--- config.mk ---
export PLATFORM = sky130hd
export DESIGN_NAME = bus_register_bank_flat
export DESIGN_NICKNAME = d
export VERILOG_FILES = /design/src/rtl/bus_register_bank_if.sv /design/src/rtl/bus_register_bank.sv /design/src/flat_wrapper.sv
export SDC_FILE = /design/constraint.sdc
export NUM_CORES = 1
export LEC_CHECK = 0
export CORE_MARGIN = 5
export CORE_UTILIZATION = 25
export DETAILED_ROUTE_END_ITERATION = 6
export PLACE_DENSITY_LB_ADDON = 0.05
export SYNTH_ARGS = -nofsm -noshare
export SYNTH_HDL_FRONTEND = slang
export SYNTH_SLANG_ARGS = --single-unit
--- constraint.sdc ---
create_clock -name clk -period 43.8 [get_ports clk]
set_input_delay 8.76 -clock clk [delete_from_list [all_inputs] [get_ports clk]]
set_output_delay 8.76 -clock clk [all_outputs]
set_load 0.05 [all_outputs]
--- src/rtl/bus_register_bank_if.sv ---
// Bus-side signals of the destination register bank: write requests in,
// flattened register contents and write status out.
interface bus_register_bank_if #(
  parameter int WIDTH = 32
);
  logic [WIDTH-1:0]    bus_contents;
  logic [4:0]          dest_sel;
  logic                wr_en;
  logic                ba_zero;
  logic [18*WIDTH-1:0] regs_flat;
  logic                wr_pending;
  logic                wr_err;
  logic [15:0]         wr_count;

  modport master (
    output bus_contents, dest_sel, wr_en, ba_zero,
    input  regs_flat, wr_pending, wr_err, wr_count
  );

  modport slave (
    input  bus_contents, dest_sel, wr_en, ba_zero,
    output regs_flat, wr_pending, wr_err, wr_count
  );
endinterface

--- src/rtl/bus_register_bank.sv ---
// R0-R15, HI, LO loaded from the registered source bus; each write request is
// delayed ALIGN edges so it captures the bus word selected alongside it.
module bus_register_bank #(
  parameter int WIDTH = 32,
  parameter int ALIGN = 1
) (
  input  logic               clk,
  input  logic               clr,
  bus_register_bank_if.slave bus
);
  localparam int NREGS = 18;

  logic [ALIGN-1:0]      vld_q;
  logic [ALIGN-1:0][4:0] dst_q;
  logic                  wr_err_q;
  logic [15:0]           wr_count_q;
  logic [15:0]           wr_count_d;
  logic                  req_ok;
  logic                  commit;
  logic [4:0]            commit_dst;

  assign req_ok     = bus.wr_en && (bus.dest_sel <= 5'd17);
  assign commit     = vld_q[ALIGN-1];
  assign commit_dst = dst_q[ALIGN-1];
  assign wr_count_d = commit ? wr_count_q + 16'd1 : wr_count_q;

  // Stage 0 takes the new request; the tail stage is the one that commits.
  always_ff @(posedge clk or posedge clr) begin
    if (clr) begin
      vld_q <= '0;
      dst_q <= '0;
    end else begin
      vld_q[0] <= req_ok;
      dst_q[0] <= bus.dest_sel;
      for (int i = 1; i < ALIGN; i++) begin
        vld_q[i] <= vld_q[i-1];
        dst_q[i] <= dst_q[i-1];
      end
    end
  end

  always_ff @(posedge clk or posedge clr) begin
    if (clr) begin
      wr_err_q   <= 1'b0;
      wr_count_q <= '0;
    end else begin
      wr_count_q <= wr_count_d;
      if (bus.wr_en && (bus.dest_sel > 5'd17)) begin
        wr_err_q <= 1'b1;
      end
    end
  end

  for (genvar gi = 0; gi < NREGS; gi++) begin : g_reg
    logic [WIDTH-1:0] reg_q;

    always_ff @(posedge clk or posedge clr) begin
      if (clr) begin
        reg_q <= '0;
      end else if (commit && (commit_dst == 5'(gi))) begin
        reg_q <= bus.bus_contents;
      end
    end

    // Only the exported copy of R0 is masked; the stored value is kept.
    if (gi == 0) begin : g_r0
      assign bus.regs_flat[0 +: WIDTH] = bus.ba_zero ? '0 : reg_q;
    end else begin : g_rn
      assign bus.regs_flat[gi*WIDTH +: WIDTH] = reg_q;
    end
  end

  assign bus.wr_pending = |vld_q;
  assign bus.wr_err     = wr_err_q;
  assign bus.wr_count   = wr_count_q;
endmodule

--- src/flat_wrapper.sv ---
// flat-port wrapper written by rule: the top's interface ports become plain ports
module bus_register_bank_flat 
#(
  parameter int WIDTH = 32,
  parameter int ALIGN = 1
)
  (clk, clr, bus_bus_contents, bus_dest_sel, bus_wr_en, bus_ba_zero, bus_regs_flat, bus_wr_pending, bus_wr_err, bus_wr_count);
  bus_register_bank_if #(.WIDTH(WIDTH)) bus_i ();
  input  logic clk;
  input  logic clr;
  input wire logic [$bits(bus_i.bus_contents)-1:0] bus_bus_contents;
  input wire logic [$bits(bus_i.dest_sel)-1:0] bus_dest_sel;
  input wire logic [$bits(bus_i.wr_en)-1:0] bus_wr_en;
  input wire logic [$bits(bus_i.ba_zero)-1:0] bus_ba_zero;
  output wire logic [$bits(bus_i.regs_flat)-1:0] bus_regs_flat;
  output wire logic [$bits(bus_i.wr_pending)-1:0] bus_wr_pending;
  output wire logic [$bits(bus_i.wr_err)-1:0] bus_wr_err;
  output wire logic [$bits(bus_i.wr_count)-1:0] bus_wr_count;
  assign bus_i.bus_contents = bus_bus_contents;
  assign bus_i.dest_sel = bus_dest_sel;
  assign bus_i.wr_en = bus_wr_en;
  assign bus_i.ba_zero = bus_ba_zero;
  assign bus_regs_flat = bus_i.regs_flat;
  assign bus_wr_pending = bus_i.wr_pending;
  assign bus_wr_err = bus_i.wr_err;
  assign bus_wr_count = bus_i.wr_count;
  bus_register_bank #(.WIDTH(WIDTH), .ALIGN(ALIGN)) u_core (.clk(clk), .clr(clr), .bus(bus_i));
endmodule
==> results of run 1 <==
[path summary, 6_finish.rpt]
kind	from	end	slack, ns	depth (start not counted)
max	bus_ba_zero	bus_regs_flat[30]	24.69	3
min	u_core.bus.wr_count[15]	u_core.bus.wr_count[15]	0.47	1
max reg2reg	u_core.bus.wr_pending	u_core.g_reg[3].reg_q[19]	41.17	4
min reg2reg	u_core.bus.wr_count[15]	u_core.bus.wr_count[15]	0.47	1
max in group asynchronous	clr	u_core.g_reg[16].reg_q[9]	32.61	4
min in group asynchronous	clr	u_core.g_reg[4].reg_q[12]	8.75	2
[power breakdown]
| group | total [mW] | leakage (nW) | internal [mW] | switching [mW] |
|---|---|---|---|---|
| combinational | 0.674 | 5.38 | 0.221 | 0.454 |
| sequential | 0.699 | 7.26 | 0.647 | 0.0520 |
| clock | 0.578 | 1.10 | 0.341 | 0.237 |
| total | 1.95 | 13.7 | 1.21 | 0.742 |
[final cells by class]
cell class	count	area [µm²]	share of cell area
sequential	599	14990	0.4606
multi-input combinational	684	7219	0.2218
timing repair buffer	668	6604	0.2029
clock buffer	108	2097	0.06443
tap	1176	1471	0.04521
clock inverter	13	137.6	0.004229
inverter	3	18.77	0.0005767
antenna	3	7.507	0.0002307
[cells in the mapped netlist, drive strengths merged]
| master | n | area (µm²) |
|---|---|---|
| and2 | 1 | 6.260 |
| and2b | 2 | 16.27 |
| and3 | 1 | 6.260 |
| buf | 57 | 321.6 |
| clkbuf | 35 | 131.4 |
| dfrtp | 599 | 14990 |
| ha | 1 | 12.51 |
| inv | 3 | 11.26 |
| mux2 | 577 | 6497 |
| nand2 | 17 | 63.81 |
| nand2b | 2 | 12.51 |
| nand3 | 7 | 40.04 |
| nand3b | 1 | 7.510 |
| nand4 | 8 | 50.05 |
| nor2 | 11 | 46.29 |
| nor2b | 35 | 219.0 |
| nor3 | 2 | 15.01 |
| nor3b | 1 | 18.77 |
| o21bai | 1 | 7.510 |
| o31ai | 1 | 7.510 |
| or3 | 1 | 6.260 |
| xnor2 | 11 | 96.34 |
| xor2 | 4 | 35.03 |
[per-layer routing]
metal,wire [µm],up-vias,global-route usage
met4,2135,4,0.04478
met5,34,-,0
met3,6573,111,0.06220
met2,44350,435,0.3154
li1,-,6122,-
met1,35810,7527,0.2156
[cell families after synthesis]
family,Yosys count
mux,577
flops,599
xor+xnor,15
simple gates,89
fa+ha+maj,1
compound gates,2
buf+inv,95
[sequential cells by signal (all words and copies together) (netlist names)]
signal	flops
u_core.bus.wr_count	16
u_core.g.reg_q	576
u_core.bus.wr_pending	1
u_core.commit_dst	5
u_core.bus.wr_err	1
==> reports/metrics.cfg, run 1 <==
[routing]
avgRoutedWirePerCell_um = 27.32
vias = 14200
via_per_inst = 4.364
postRouteAntennaNets = 0
wl_um = 88900
first_pass_iters = 4
drc_errors = 0
first_iter_violations = 440

[yosys]
ys_seq_elements = 599
synth_fp_nets = 1420
syn_area_um2 = 22620
yosysUniqueCellTypes = 30
synthSimpleGateAreaFrac = 0.02246
yosys_warnings = 0
synth-xor-area-share = 0.005808
ys_seq_area_frac = 0.6627
avgSynthCellArea_um2 = 16.41
synth_adder_area_share = 0.0005532
synthMuxAreaShare = 0.2873
synth_top_family_by_area = multiplexers
synth_compound_area_frac = 0.0006638
syn_inst = 1378

[placement]
io_buffers = 634
place_area_um2 = 30300
dp_cells = 3130
hpwlAfterDp_um = 60770
place_congestion = 0.7200
post-place-ws_ns = 24.66

[floorplan]
rows = 110
core-area_um2 = 89870
die_height_um = 310.8
initial_core_util = 0.2517
die_area_um2 = 96590
io_pins = 635
die_w_um = 310.8

[sta]
rsz0062_at_grt = no
tns_ns = 0
finalSetupViolations = 0
min_period_ns = 19.11
finalMaxSlewViolations = 0
fmax_ghz = 0.05233
finClkSkew_ns = 0.02309
whs_ns = 0.4727
hold_viol_final = 0
post-route-period-util = 0.4363
setup_ws_ns = 24.69
worst_slew_pin_slew_ns = 1.119
relSlewSlack = 0.2514

[layout]
synthToLayoutAreaGrowth_pct = 43.89
fin_nets = 2070
fillers = 8720
drive_gt1_frac = 0.3340
final_cell_mix = clkdlybuf4s50_1 (632), dfrtp_1 (599), mux2_2 (537)
stdcell_count = 3254
post-route-util = 0.3621
final_area_um2 = 32550
mostFrequentLayoutCell = clkdlybuf4s50_1

[worst_setup_path]
critPathMaxFanout = 32
max_stage_delay_ns = 0.74
cp_num_buf_inv = 2
path_class = primary input to primary output
path_cells = buf_2 > nor2b_1 > clkdlybuf4s50_1
crit_slowest_cell = clkdlybuf4s50_1
required_ns = 35.04
arrival_ns = 10.35
cp-start-kind = primary input
end_kind = primary output
crit_family = buffers and inverters

[outcome]
status = finished, final reports clean

[clock_tree]
h-tree-depth = 3
clockBufferDepth = 3
cts-root-buf = clkbuf_16
cts_repair_resize_count = 0
cts_setup_buffers = 0
cts_hold_buf = 0
cts_buffers = 72
cts_sinks = 599
clk_latency_ns = 0.60
path_clk_slew_ns = 0.05
cts_tree = yes

[pwr]
total_leakage_power_nw = 13.74
fin_total_pwr_mw = 1.951
p_per_area_nw_per_um2 = 59.94
peakVddDrop_uv = 30.04

[global_route]
grt_pass1_wl_um = 126800
grt-ovfl-total = 0
antenna_found_initial = 11
grt_start_max_net_pins = 153
grt_usage = 0.1810
grt_pass1_vias = 15630

[min_path]
hold_class = flop to flop

[run]
cap_violations = 0

Note: power is estimated with default switching activity, not from simulation.
==> run 2, diff against run 1 <==
Clock period 43.8 ns to 16.6 ns, I/O delays scaled along.
==> reports/metrics.cfg, run 2 (synthesis results as in run 1) <==
[clock_tree]
cts-root-buf = clkbuf_16
cts_tree = yes
cts_buffers = 72
clockBufferDepth = 3
cts_sinks = 599
cts_setup_buffers = 0
cts_hold_buf = 0
h-tree-depth = 3
clk_latency_ns = 0.60
path_clk_slew_ns = 0.05
cts_repair_resize_count = 0

[floorplan]
initial_core_util = 0.2517
die_area_um2 = 96590
rows = 110
io_pins = 635
die_w_um = 310.8
die_height_um = 310.8
core-area_um2 = 89870

[placement]
place_congestion = 0.7243
io_buffers = 634
post-place-ws_ns = 8.316
hpwlAfterDp_um = 61560

[routing]
first_iter_violations = 501
met3_length_um = 7089
drc_errors = 0
postRouteAntennaNets = 0
wl_met2_um = 43250
vias = 14210
met1_length_um = 35170
avgRoutedWirePerCell_um = 27.06
first_pass_iters = 4
routed.top_layer = met5
via_per_inst = 4.365
wl_um = 88040

[sta]
finalSetupViolations = 0
rsz0062_at_grt = no
fmax_ghz = 0.1212
relSlewSlack = 0.2467
tns_ns = 0
hold_viol_final = 0
finalMaxSlewViolations = 0
post-route-period-util = 0.4971
worst_slew_pin_slew_ns = 1.130
finClkSkew_ns = 0.01888
min_period_ns = 8.251
whs_ns = 0.4801
setup_ws_ns = 8.349

[worst_setup_path]
reg2reg_depth = 4
end_kind = primary output
arrival_ns = 4.93
max_stage_delay_ns = 0.75
rrSetupSlack_ns = 13.94
crit_family = buffers and inverters
required_ns = 13.28
cp-start-kind = primary input
critPathMaxFanout = 32
worst_r2r_endpoint = u_core.g_reg[13].reg_q[3]
cp_num_buf_inv = 2
r2r_start = u_core.bus.wr_pending
path_cells = buf_2 > nor2b_1 > clkdlybuf4s50_1
path_class = primary input to primary output
crit_slowest_cell = clkdlybuf4s50_1

[layout]
synthToLayoutAreaGrowth_pct = 44.08
largest_register_ffs = 576
top_register = u_core.g.reg_q
fin_nets = 2074
post-route-util = 0.3626
drive_gt1_frac = 0.3362
mostFrequentLayoutCell = clkdlybuf4s50_1
multiInputGateArea_um2 = 7219
final_cell_mix = clkdlybuf4s50_1 (632), dfrtp_1 (599), mux2_2 (537)
seqCellArea_um2 = 14990
fillers = 8652

[min_path]
hold_path_depth = 1
hp-start = u_core.bus.wr_count[15]
hold_class = flop to flop
holdPathEnd = u_core.bus.wr_count[15]

[pwr]
p_per_area_nw_per_um2 = 158.2
total_leakage_power_nw = 13.76
peakVddDrop_uv = 81.43

[global_route]
grt_start_max_net_pins = 141
grt_pass1_vias = 15520
grt-ovfl-total = 0
grt_pass1_wl_um = 125700
antenna_found_initial = 14
grt_usage = 0.1790

[run]
cap_violations = 0

[outcome]
status = finished, final reports clean

## run 2: cell count changes in the layout (fill, tap and decap cells not counted), sizes merged
cell / change
clkbuf: -4
bufinv: +1
buf: +4
clkinvlp: +3
inv: -1
clkinv: -2
diode: -1
## run 2: worst max path at each step
stage,start,to,slack (ns),depth (start not counted)
final,bus_ba_zero,bus_regs_flat[10],8.35,3
after global routing,bus_ba_zero,bus_regs_flat[20],8.27,3
after detailed placement,bus_ba_zero,bus_regs_flat[10],8.32,3
after global placement,bus_ba_zero,bus_regs_flat[30],8.40,3
after floorplan,clr,u_core.bus.wr_count[0],5.11,1
after CTS,bus_ba_zero,bus_regs_flat[10],8.32,3
## run 2: cell type report
cell class                 count  area share
tap                         1176     0.04515
sequential                   599      0.4600
clock inverter                14    0.005298
antenna                        2   0.0001536
clock buffer                 104     0.06389
inverter                       3   0.0004607
multi-input combinational    684      0.2215
timing repair buffer         672      0.2036
## run 2: where the power goes
part	leakage, nW	internal (mW)	switching, mW
logic	5.40	0.583	1.19
clock network	1.10	0.912	0.619
registers	7.26	1.71	0.140
## run 2: layer usage
layer	up-vias	global-route usage
met1	7483	0.2167
li1	6131	-
met5	-	0
met2	477	0.3061
met4	8	0.05316
met3	106	0.05788
## run 2: stage by stage
stage          total power [mW]  area, µm²  std cells
2_1_floorplan             2.962      22620       1378
3_3_place_gp              3.666      30330       3134
3_5_place_dp              3.675      30330       3134
4_1_cts                   5.247      32580       3252
5_1_grt                   5.367      32580       3252
6_report                  5.156      32590       3254
==> edit: new RTL, config.mk and constraints of run 2 <==
`WIDTH` is set to 32 in 3 places; all go to 40.
--- a/src/rtl/bus_register_bank_if.sv
+++ b/src/rtl/bus_register_bank_if.sv
@@ -1,7 +1,7 @@
 // Bus-side signals of the destination register bank: write requests in,
 // flattened register contents and write status out.
 interface bus_register_bank_if #(
-  parameter int WIDTH = 32
+  parameter int WIDTH = 40
 );
   logic [WIDTH-1:0]    bus_contents;
   logic [4:0]          dest_sel;
--- a/src/rtl/bus_register_bank.sv
+++ b/src/rtl/bus_register_bank.sv
@@ -1,7 +1,7 @@
 // R0-R15, HI, LO loaded from the registered source bus; each write request is
 // delayed ALIGN edges so it captures the bus word selected alongside it.
 module bus_register_bank #(
-  parameter int WIDTH = 32,
+  parameter int WIDTH = 40,
   parameter int ALIGN = 1
 ) (
   input  logic               clk,
--- a/src/flat_wrapper.sv
+++ b/src/flat_wrapper.sv
@@ -1,7 +1,7 @@
 // flat-port wrapper written by rule: the top's interface ports become plain ports
 module bus_register_bank_flat 
 #(
-  parameter int WIDTH = 32,
+  parameter int WIDTH = 40,
   parameter int ALIGN = 1
 )
   (clk, clr, bus_bus_contents, bus_dest_sel, bus_wr_en, bus_ba_zero, bus_regs_flat, bus_wr_pending, bus_wr_err, bus_wr_count);
Ports: changed (resized bus_bus_contents and bus_regs_flat); port bits go from 635 to 787. The function was not compared with the original's and may differ.
==> edit against run 2 <==
Wire length grew 27%; worst setup slack got worse by 0.25 ns; synthesized cell count is 23% higher; via count up 23%; sequential cell count increased by 144; first-iteration DRC count grew 11%; core utilization increased by 0.28 points; maximum frequency is 2.9% lower; synthesized area rose by 24%; total power up 27%; final area increased by 24%.
==> edit: results <==
{
  "synthDistinctLibCells": 23,
  "drive_above_1_share_pct": 34.1,
  "synth_commonest_cells": "743 x dfrtp_1, 689 x mux2_2, 73 x buf_2",
  "hpwl_mm": 77.7,
  "num-nets-final": 2532,
  "p_switching_w": 0.00245,
  "synth_area_leaders": "dfrtp_1 67%, mux2_2 28%, buf_2 1.3%",
  "fin_hold_ws_ns": 0.472,
  "wl_met1_mm": 43.0,
  "grtUsageMet2_pct": 31.7,
  "fin_crit_ns": 8.50,
  "grt_pass1_wl_mm": 154,
  "via_per_inst": 4.32,
  "fin_skew_ns": 0.0240,
  "placed_area_sq_mm": 0.0374,
  "insertion_delay_ns": 0.64,
  "synth_area_per_cell_sq_um": 16.5,
  "dpl_worst_slack_ns": 8.01,
  "grt_max_degree": 167,
  "grt.total_usage_pct": 18.3,
  "p_per_area_mw_per_mm2": 161,
  "vias": 17500,
  "critPathMaxFanout": 26,
  "syn_nets": 1746,
  "vdd_drop_max_v": 0.0000680,
  "run_status": "complete, no violations"
}
[edit: changes by cell type in the layout (fill, tap and decap cells not counted), sizes merged, moves of 5 or more]
cell / run 2 / this run
bufinv: 3 / 8
nor2b: 35 / 43
buf: 40 / 26
clkinv: 6 / 15
dfrtp: 599 / 743
clkbuf: 104 / 137
mux2: 577 / 721
clkdlybuf4s50: 632 / 785
[edit: logic make-up (layout without fill, tap and decap cells)]
group | after synthesis | in the layout | synth area share (%)
buffers and inverters | 119 | 975 | 1.93
adders and majority gates | 1 | 1 | 0.0448
and+or+nand+nor | 95 | 95 | 1.88
AOI/OAI and AO/OA | 2 | 2 | 0.0538
xor gates and xnor gates | 15 | 15 | 0.470
other | 0 | 3 | 0
DFF | 743 | 743 | 66.6
muxes | 721 | 721 | 29.1
[edit: area by class of cell]
class	instances	share of cell area [%]
flip-flops and latches	743	45.9
multi-input cells	834	22.0
repair buffers	811	19.9
clock buffers	137	6.67
well taps	1488	4.60
clock inverters	25	0.868
inverters	2	0.0278
diodes	3	0.0185
